$ cat config.mk
export PLATFORM = sky130hd
export DESIGN_NAME = riscv_div_ctrl_flat
export DESIGN_NICKNAME = d
export VERILOG_FILES = /design/src/rtl/riscv_mdu_pkg.sv /design/src/rtl/riscv_div_ctrl_if.sv /design/src/rtl/riscv_div_special.sv /design/src/rtl/riscv_div_ctrl.sv /design/src/flat_wrapper.sv
export SDC_FILE = /design/constraint.sdc
export NUM_CORES = 1
export LEC_CHECK = 0
export CORE_MARGIN = 3
export CORE_UTILIZATION = 34
export DETAILED_ROUTE_END_ITERATION = 12
export PLACE_DENSITY = 0.67
export SLEW_MARGIN = 20
export SYNTH_ARGS = -nofsm -noshare
export SYNTH_HDL_FRONTEND = slang
export SYNTH_SLANG_ARGS = --single-unit
$ cat constraint.sdc
create_clock -name clk_i -period 3.5 [get_ports clk_i]
set_input_delay 0.7 -clock clk_i [delete_from_list [all_inputs] [get_ports clk_i]]
set_output_delay 0.7 -clock clk_i [all_outputs]
set_load 0.02 [all_outputs]
$ cat src/rtl/riscv_mdu_pkg.sv
// Shared MDU definitions: funct3 encodings, divider-sequencer state and cache entry layout.
package riscv_mdu_pkg;

  localparam int unsigned XLEN = 32;

  localparam logic [2:0] MDU_DIV  = 3'd4;
  localparam logic [2:0] MDU_DIVU = 3'd5;
  localparam logic [2:0] MDU_REM  = 3'd6;
  localparam logic [2:0] MDU_REMU = 3'd7;

  localparam logic [XLEN-1:0] DIV_OVF_A = XLEN'(32'h8000_0000);

  typedef enum logic [1:0] {
    DIV_IDLE,
    DIV_FAST,
    DIV_BUSY,
    DIV_DRAIN
  } div_ctrl_state_t;

  // Last divider run; uns mirrors mdu_op[0] of that run.
  typedef struct packed {
    logic [XLEN-1:0] a;
    logic [XLEN-1:0] b;
    logic            uns;
    logic [XLEN-1:0] quot;
    logic [XLEN-1:0] rem;
  } div_cache_t;

  // Extend an operand to the divider width; sgn selects sign extension.
  function automatic logic [XLEN:0] div_ext(input logic [XLEN-1:0] v, input logic sgn);
    return {sgn & v[XLEN-1], v};
  endfunction

endpackage

$ cat src/rtl/riscv_div_ctrl_if.sv
// MDU issue/result port of the divider sequencer.
interface riscv_div_ctrl_if;
  import riscv_mdu_pkg::*;

  logic            req_i;
  logic            rdy_o;
  logic [2:0]      mdu_op_i;
  logic [XLEN-1:0] a_i;
  logic [XLEN-1:0] b_i;
  logic            kill_i;
  logic            res_valid_o;
  logic [XLEN-1:0] res_o;

  modport master (
    output req_i, mdu_op_i, a_i, b_i, kill_i,
    input  rdy_o, res_valid_o, res_o
  );

  modport slave (
    input  req_i, mdu_op_i, a_i, b_i, kill_i,
    output rdy_o, res_valid_o, res_o
  );

endinterface

$ cat src/rtl/riscv_div_special.sv
// Single-cycle resolution of divide-by-zero, signed overflow and zero dividend.
module riscv_div_special
  import riscv_mdu_pkg::*;
(
  input  logic [2:0]      op,
  input  logic [XLEN-1:0] a,
  input  logic [XLEN-1:0] b,
  output logic            is_special,
  output logic [XLEN-1:0] quot,
  output logic [XLEN-1:0] rem
);

  logic sgn;

  assign sgn = (op == MDU_DIV) || (op == MDU_REM);

  // Priority: b == 0, then signed overflow, then a == 0.
  always_comb begin
    is_special = 1'b0;
    quot       = '0;
    rem        = '0;
    if (b == '0) begin
      is_special = 1'b1;
      quot       = '1;
      rem        = a;
    end else if (sgn && (a == DIV_OVF_A) && (b == '1)) begin
      is_special = 1'b1;
      quot       = DIV_OVF_A;
    end else if (a == '0) begin
      is_special = 1'b1;
    end
  end

endmodule

$ cat src/rtl/riscv_div_ctrl.sv
// RV32M DIV/DIVU/REM/REMU sequencer in front of a multi-cycle divider, with
// fast-path special cases, a one-entry result cache and kill/drain handling.
module riscv_div_ctrl
  import riscv_mdu_pkg::*;
(
  input  logic            clk_i,
  input  logic            rst_i,
  riscv_div_ctrl_if.slave mdu,
  output logic            div_start_o,
  output logic [XLEN:0]   div_a_o,
  output logic [XLEN:0]   div_b_o,
  output logic            div_rem_op_o,
  input  logic            div_done_i,
  input  logic [XLEN-1:0] div_quot_i,
  input  logic [XLEN-1:0] div_rem_i
);

  div_ctrl_state_t state_q;
  logic            res_valid_q;
  div_cache_t      cache_q;
  logic            cache_v_q;
  logic [XLEN-1:0] a_q;
  logic [XLEN-1:0] b_q;
  logic            uns_q;

  logic            sp_hit;
  logic [XLEN-1:0] sp_quot;
  logic [XLEN-1:0] sp_rem;
  logic            accept_c;
  logic            cache_hit_c;
  logic            sgn_c;
  logic [XLEN-1:0] fast_res_c;

  riscv_div_special u_special (
    .op         (mdu.mdu_op_i),
    .a          (mdu.a_i),
    .b          (mdu.b_i),
    .is_special (sp_hit),
    .quot       (sp_quot),
    .rem        (sp_rem)
  );

  always_comb begin
    accept_c    = mdu.req_i && mdu.rdy_o && !mdu.kill_i && (state_q == DIV_IDLE);
    sgn_c       = !mdu.mdu_op_i[0];
    cache_hit_c = cache_v_q && (cache_q.a == mdu.a_i) && (cache_q.b == mdu.b_i)
                  && (cache_q.uns == mdu.mdu_op_i[0]);
    if (mdu.mdu_op_i[1]) fast_res_c = sp_hit ? sp_rem  : cache_q.rem;
    else                 fast_res_c = sp_hit ? sp_quot : cache_q.quot;
  end

  // A kill arriving while the fast result is on the bus still cancels it.
  assign mdu.res_valid_o = res_valid_q && !((state_q == DIV_FAST) && mdu.kill_i);

  always_ff @(posedge clk_i) begin
    if (rst_i) begin
      state_q      <= DIV_IDLE;
      mdu.rdy_o    <= 1'b1;
      res_valid_q  <= 1'b0;
      mdu.res_o    <= '0;
      div_start_o  <= 1'b0;
      div_a_o      <= '0;
      div_b_o      <= '0;
      div_rem_op_o <= 1'b0;
      cache_q      <= '0;
      cache_v_q    <= 1'b0;
      a_q          <= '0;
      b_q          <= '0;
      uns_q        <= 1'b0;
    end else begin
      div_start_o <= 1'b0;
      res_valid_q <= 1'b0;
      unique case (state_q)
        DIV_IDLE: begin
          if (accept_c) begin
            a_q       <= mdu.a_i;
            b_q       <= mdu.b_i;
            uns_q     <= mdu.mdu_op_i[0];
            mdu.rdy_o <= 1'b0;
            if (sp_hit || cache_hit_c) begin
              mdu.res_o   <= fast_res_c;
              res_valid_q <= 1'b1;
              state_q     <= DIV_FAST;
            end else begin
              div_a_o      <= div_ext(mdu.a_i, sgn_c);
              div_b_o      <= div_ext(mdu.b_i, sgn_c);
              div_rem_op_o <= mdu.mdu_op_i[1];
              div_start_o  <= 1'b1;
              state_q      <= DIV_BUSY;
            end
          end
        end
        DIV_FAST: begin
          state_q   <= DIV_IDLE;
          mdu.rdy_o <= 1'b1;
        end
        DIV_BUSY: begin
          if (div_done_i) begin
            state_q   <= DIV_IDLE;
            mdu.rdy_o <= 1'b1;
            if (!mdu.kill_i) begin
              mdu.res_o   <= div_rem_op_o ? div_rem_i : div_quot_i;
              res_valid_q <= 1'b1;
              cache_q     <= '{a: a_q, b: b_q, uns: uns_q, quot: div_quot_i, rem: div_rem_i};
              cache_v_q   <= 1'b1;
            end
          end else if (mdu.kill_i) begin
            state_q <= DIV_DRAIN;
          end
        end
        DIV_DRAIN: begin
          if (div_done_i) begin
            cache_v_q <= 1'b0;
            state_q   <= DIV_IDLE;
            mdu.rdy_o <= 1'b1;
          end
        end
        default: begin
          state_q   <= DIV_IDLE;
          mdu.rdy_o <= 1'b1;
        end
      endcase
    end
  end

endmodule

$ cat src/flat_wrapper.sv
// flat-port wrapper written by rule: the top's interface ports become plain ports
module riscv_div_ctrl_flat import riscv_mdu_pkg::*;
  (clk_i, rst_i, div_start_o, div_a_o, div_b_o, div_rem_op_o, div_done_i, div_quot_i, div_rem_i, mdu_req_i, mdu_mdu_op_i, mdu_a_i, mdu_b_i, mdu_kill_i, mdu_rdy_o, mdu_res_valid_o, mdu_res_o);
  riscv_div_ctrl_if mdu_i ();
  input  logic clk_i;
  input  logic rst_i;
  output logic div_start_o;
  output logic [XLEN:0] div_a_o;
  output logic [XLEN:0] div_b_o;
  output logic div_rem_op_o;
  input  logic div_done_i;
  input  logic [XLEN-1:0] div_quot_i;
  input  logic [XLEN-1:0] div_rem_i;
  input wire logic [$bits(mdu_i.req_i)-1:0] mdu_req_i;
  input wire logic [$bits(mdu_i.mdu_op_i)-1:0] mdu_mdu_op_i;
  input wire logic [$bits(mdu_i.a_i)-1:0] mdu_a_i;
  input wire logic [$bits(mdu_i.b_i)-1:0] mdu_b_i;
  input wire logic [$bits(mdu_i.kill_i)-1:0] mdu_kill_i;
  output wire logic [$bits(mdu_i.rdy_o)-1:0] mdu_rdy_o;
  output wire logic [$bits(mdu_i.res_valid_o)-1:0] mdu_res_valid_o;
  output wire logic [$bits(mdu_i.res_o)-1:0] mdu_res_o;
  assign mdu_i.req_i = mdu_req_i;
  assign mdu_i.mdu_op_i = mdu_mdu_op_i;
  assign mdu_i.a_i = mdu_a_i;
  assign mdu_i.b_i = mdu_b_i;
  assign mdu_i.kill_i = mdu_kill_i;
  assign mdu_rdy_o = mdu_i.rdy_o;
  assign mdu_res_valid_o = mdu_i.res_valid_o;
  assign mdu_res_o = mdu_i.res_o;
  riscv_div_ctrl u_core (.clk_i(clk_i), .rst_i(rst_i), .mdu(mdu_i), .div_start_o(div_start_o), .div_a_o(div_a_o), .div_b_o(div_b_o), .div_rem_op_o(div_rem_op_o), .div_done_i(div_done_i), .div_quot_i(div_quot_i), .div_rem_i(div_rem_i));
endmodule
==> flow_metrics.env <==
export IMPL_yosysWarnings=0
export IMPL_grt_pass1_wl_um=68500
export IMPL_ys_async_sr_fraction=0
export IMPL_track_usage=0.2090
export IMPL_synthMuxAreaShare=0.05277
export IMPL_p_per_area_nw_per_um2=458.9
export IMPL_hpwlAfterDp_um=30430
export IMPL_crit_fanout=10
export IMPL_status="completed"
export IMPL_syn_cell_area_um2=13070
export IMPL_synth_sequential_area_ratio=0.4581
export IMPL_wl_per_cell_um=18.56
export IMPL_via_per_inst=5.270
export IMPL_initial_core_util=0.3460
export IMPL_rsz0062_at_grt="no"
export IMPL_drt_iter0_drc=1043
export IMPL_crit_path_frequent_cell="buf_4"
export IMPL_grt_max_degree=109
export IMPL_synth_top_area_frac=0.4581
export IMPL_crit_arrival_ps=3440
export IMPL_layout_nets=1997
export IMPL_cts_root_buffer="clkbuf_16"
export IMPL_synth_avg_cell_area_um2=8.001
export IMPL_crit_chain="clkdlybuf4s50_1 -> nand4_1 -> or4_4 -> o31ai_4 -> buf_4 -> a21oi_4 -> buf_4 -> a221oi_1 -> a2111oi_0 -> mux2_1"
export IMPL_clk_pin_slew_worst_paths_ps=60
export IMPL_holdPathEnd="u_core.cache_q[105]$_SDFFE_PP0P_"
export IMPL_ys_types=48
export IMPL_layout_cells_non_filler=2392
export IMPL_max_vdd_ir_drop_mv=0.2994
export IMPL_yosysTopAreaCell="dfxtp_1"
export IMPL_cts_tree="done"
export IMPL_syn_inst=1633
export IMPL_antenna_found_initial=1
export IMPL_rows=71
export IMPL_critPathMaxStageDelay_ps=590
export IMPL_synth_nets=1769
export IMPL_cts_buffer_depth=3
export IMPL_maxCapViolations=0
export IMPL_dr_pass1_iters=5
export IMPL_fp_dieH_um=202.0
export IMPL_die_x_um=202.0
export IMPL_hold_buffers=0
export IMPL_ys_top_cells_by_area="dfxtp_1, nand2_1, a21oi_1"
export IMPL_worst_clock_skew_ps=25.17
export IMPL_port_buffers=237
export IMPL_final_antenna_net_count=0
export IMPL_dp_cells=2335
export IMPL_dieArea_um2=40810
export IMPL_hp_class="reg -> reg"
export IMPL_worstRegToRegCells=5
export IMPL_hold_depth=2
export IMPL_yosys_area_share_adder=0
export IMPL_cts_setup_buffers=0
export IMPL_cts_buffers=35
export IMPL_min_period_over_period=0.8659
export IMPL_max_freq_mhz=330.0
export IMPL_worst_slew_pin_slew_ps=688.4
export IMPL_synth_ff_type="dfxtp_1"
export IMPL_total_leakage_power_nw=6.098
export IMPL_crit_type="in -> reg"
export IMPL_synth_seq_cells=299
export IMPL_vias=12606
export IMPL_final_hold_violation_count=0
export IMPL_synthToLayoutAreaGrowth_pct=34.40
export IMPL_grt_pass1_vias=11992
export IMPL_endpoint_kind="flip-flop"
export IMPL_clock_latency_ps=530
export IMPL_drive_gt1_frac=0.08719
export IMPL_cts_resized=0
export IMPL_cp_required_ps=3910
export IMPL_maxSlewHeadroom=0.5411
export IMPL_worstHoldStart="u_core.a_q[8]$_SDFFE_PP0P_"
export IMPL_synth_top_family_by_area="simple AND/OR/NAND/NOR gates"
export IMPL_critPathSlowestCell="or4_4"
export IMPL_slew_violations=0
export IMPL_gp_congestion=0.8578
export IMPL_synth_xor_xnor_area_share=0.03687
export IMPL_synth_compound_area_share=0.1956
export IMPL_r2r_setup_slack_ps=1020
export IMPL_htree_levels=2
export IMPL_n_antenna_cell=0
export IMPL_final_setup_viol_count=0
export IMPL_core_um2=37760
export IMPL_overflow=0
export IMPL_p_total_mw=8.058
export IMPL_cp_start_kind="input pin"
export IMPL_route_detailed_drc=0
export IMPL_io_pin_count=238
export IMPL_clock_sinks=299
export IMPL_yosys_area_share_simple=0.1957
export IMPL_post_route_min_period_ps=3031
export IMPL_reg2reg_from="u_core.state_q[1]$_SDFFE_PP0P_"
export IMPL_cp_top_family="buffers and inverters"
export IMPL_wl_um=44400
export IMPL_path_buf_inv=3
export IMPL_r2r_end="u_core.cache_q[6]$_SDFFE_PP0P_"
export IMPL_synth_edf_count=0
flip-flops by register name, indices dropped and copies added, names as in the netlist:
signal / flops
u_core.div_rem_op_o: 1
u_core.b_q: 32
u_core.res_valid_q: 1
u_core.div_b_o: 33
u_core.cache_v_q: 1
u_core.uns_q: 1
u_core.mdu.res_o: 32
u_core.mdu.rdy_o: 1
u_core.state_q: 2
u_core.div_a_o: 33
u_core.a_q: 32
u_core.div_start_o: 1
u_core.cache_q: 129
through the flow:
step	TNS, ps	worst slack (ps)	hold slack (ps)	util	area (um^2)
finish	0	469.5	443.9	0.4651	17560
global route	0	323.5	464.7	0.4651	17560
global placement	0	18.74	435.4	0.4356	16440
CTS	0	492.8	437.3	0.4651	17560
floorplan	0	854.7	432.1	-	13070
detailed placement	-34.39	-11.99	444.1	0.4356	16440
cells by family after synthesis:
family | Yosys count
AO/OA/AOI/OAI | 444
XOR/XNOR | 55
buffers and inverters | 204
flip-flops | 299
multiplexers | 65
AND/OR/NAND/NOR | 566
metal layers:
metal	global-route usage	wire length, um	vias to the layer above
li1	-	-	6052
met1	0.2853	19370	5991
met2	0.3324	20430	488
met3	0.04912	3558	75
met4	0.05806	1049	0
met5	0	0	-
worst max path at each step:
stage	from	to	slack, ps	cells after the start
2_1_floorplan	mdu_b_i[24]	u_core.mdu.res_o[10]$_SDFFE_PP0P_	850	8
3_3_place_gp	mdu_b_i[15]	u_core.mdu.res_o[21]$_SDFFE_PP0P_	20	10
3_5_place_dp	mdu_b_i[24]	u_core.mdu.res_o[23]$_SDFFE_PP0P_	-10	10
4_1_cts	mdu_b_i[15]	u_core.mdu.res_o[29]$_SDFFE_PP0P_	490	10
5_1_grt	mdu_b_i[16]	u_core.mdu.res_o[17]$_SDFFE_PP0P_	320	9
6_report	mdu_b_i[15]	u_core.mdu.res_o[29]$_SDFFE_PP0P_	470	10
power by group:
| group | internal [mW] | total (mW) | switching (mW) |
|---|---|---|---|
| Combinational | 0.431 | 0.963 | 0.532 |
| Sequential | 3.50 | 3.55 | 0.0497 |
| Clock | 2.09 | 3.54 | 1.45 |
area by class of cell:
type,instances,area (um^2)
Timing Repair Buffer,328,3223
Multi-Input combinational cell,1130,6344
Clock inverter,12,111.4
Sequential cell,299,5987
Inverter,67,251.5
Clock buffer,45,1003
Fill cell,3646,20200
Tap cell,511,639.4
synth_stat cells (11+ instances only):
cell / number
nor4_1: 20
o21ai_0: 60
clkbuf_1: 127
a2111oi_0: 31
xnor2_1: 53
nand4_1: 23
inv_1: 67
nand2_1: 392
nor2b_1: 34
nand2b_1: 11
mux2_1: 28
a221oi_1: 31
mux2i_1: 34
dfxtp_1: 299
or3_1: 68
a21oi_1: 292
tightest hold or removal path, delay by kind of cell, from the launching register on:
family | cells | cell delay [ps]
simple gates | 1 | 50
flops | 1 | 310
compound gates | 1 | 50
layout by cell type, fill, tap and decap left out, types with 34 or more instances in the layout:
cell / n
buf_4: 78
or3_1: 68
dfxtp_1: 298
clkbuf_16: 35
mux2i_1: 34
clkdlybuf4s50_1: 236
inv_1: 67
o21ai_0: 60
a21oi_1: 292
nand2_1: 392
xnor2_1: 53
Power figures use the tool's default switching activity.
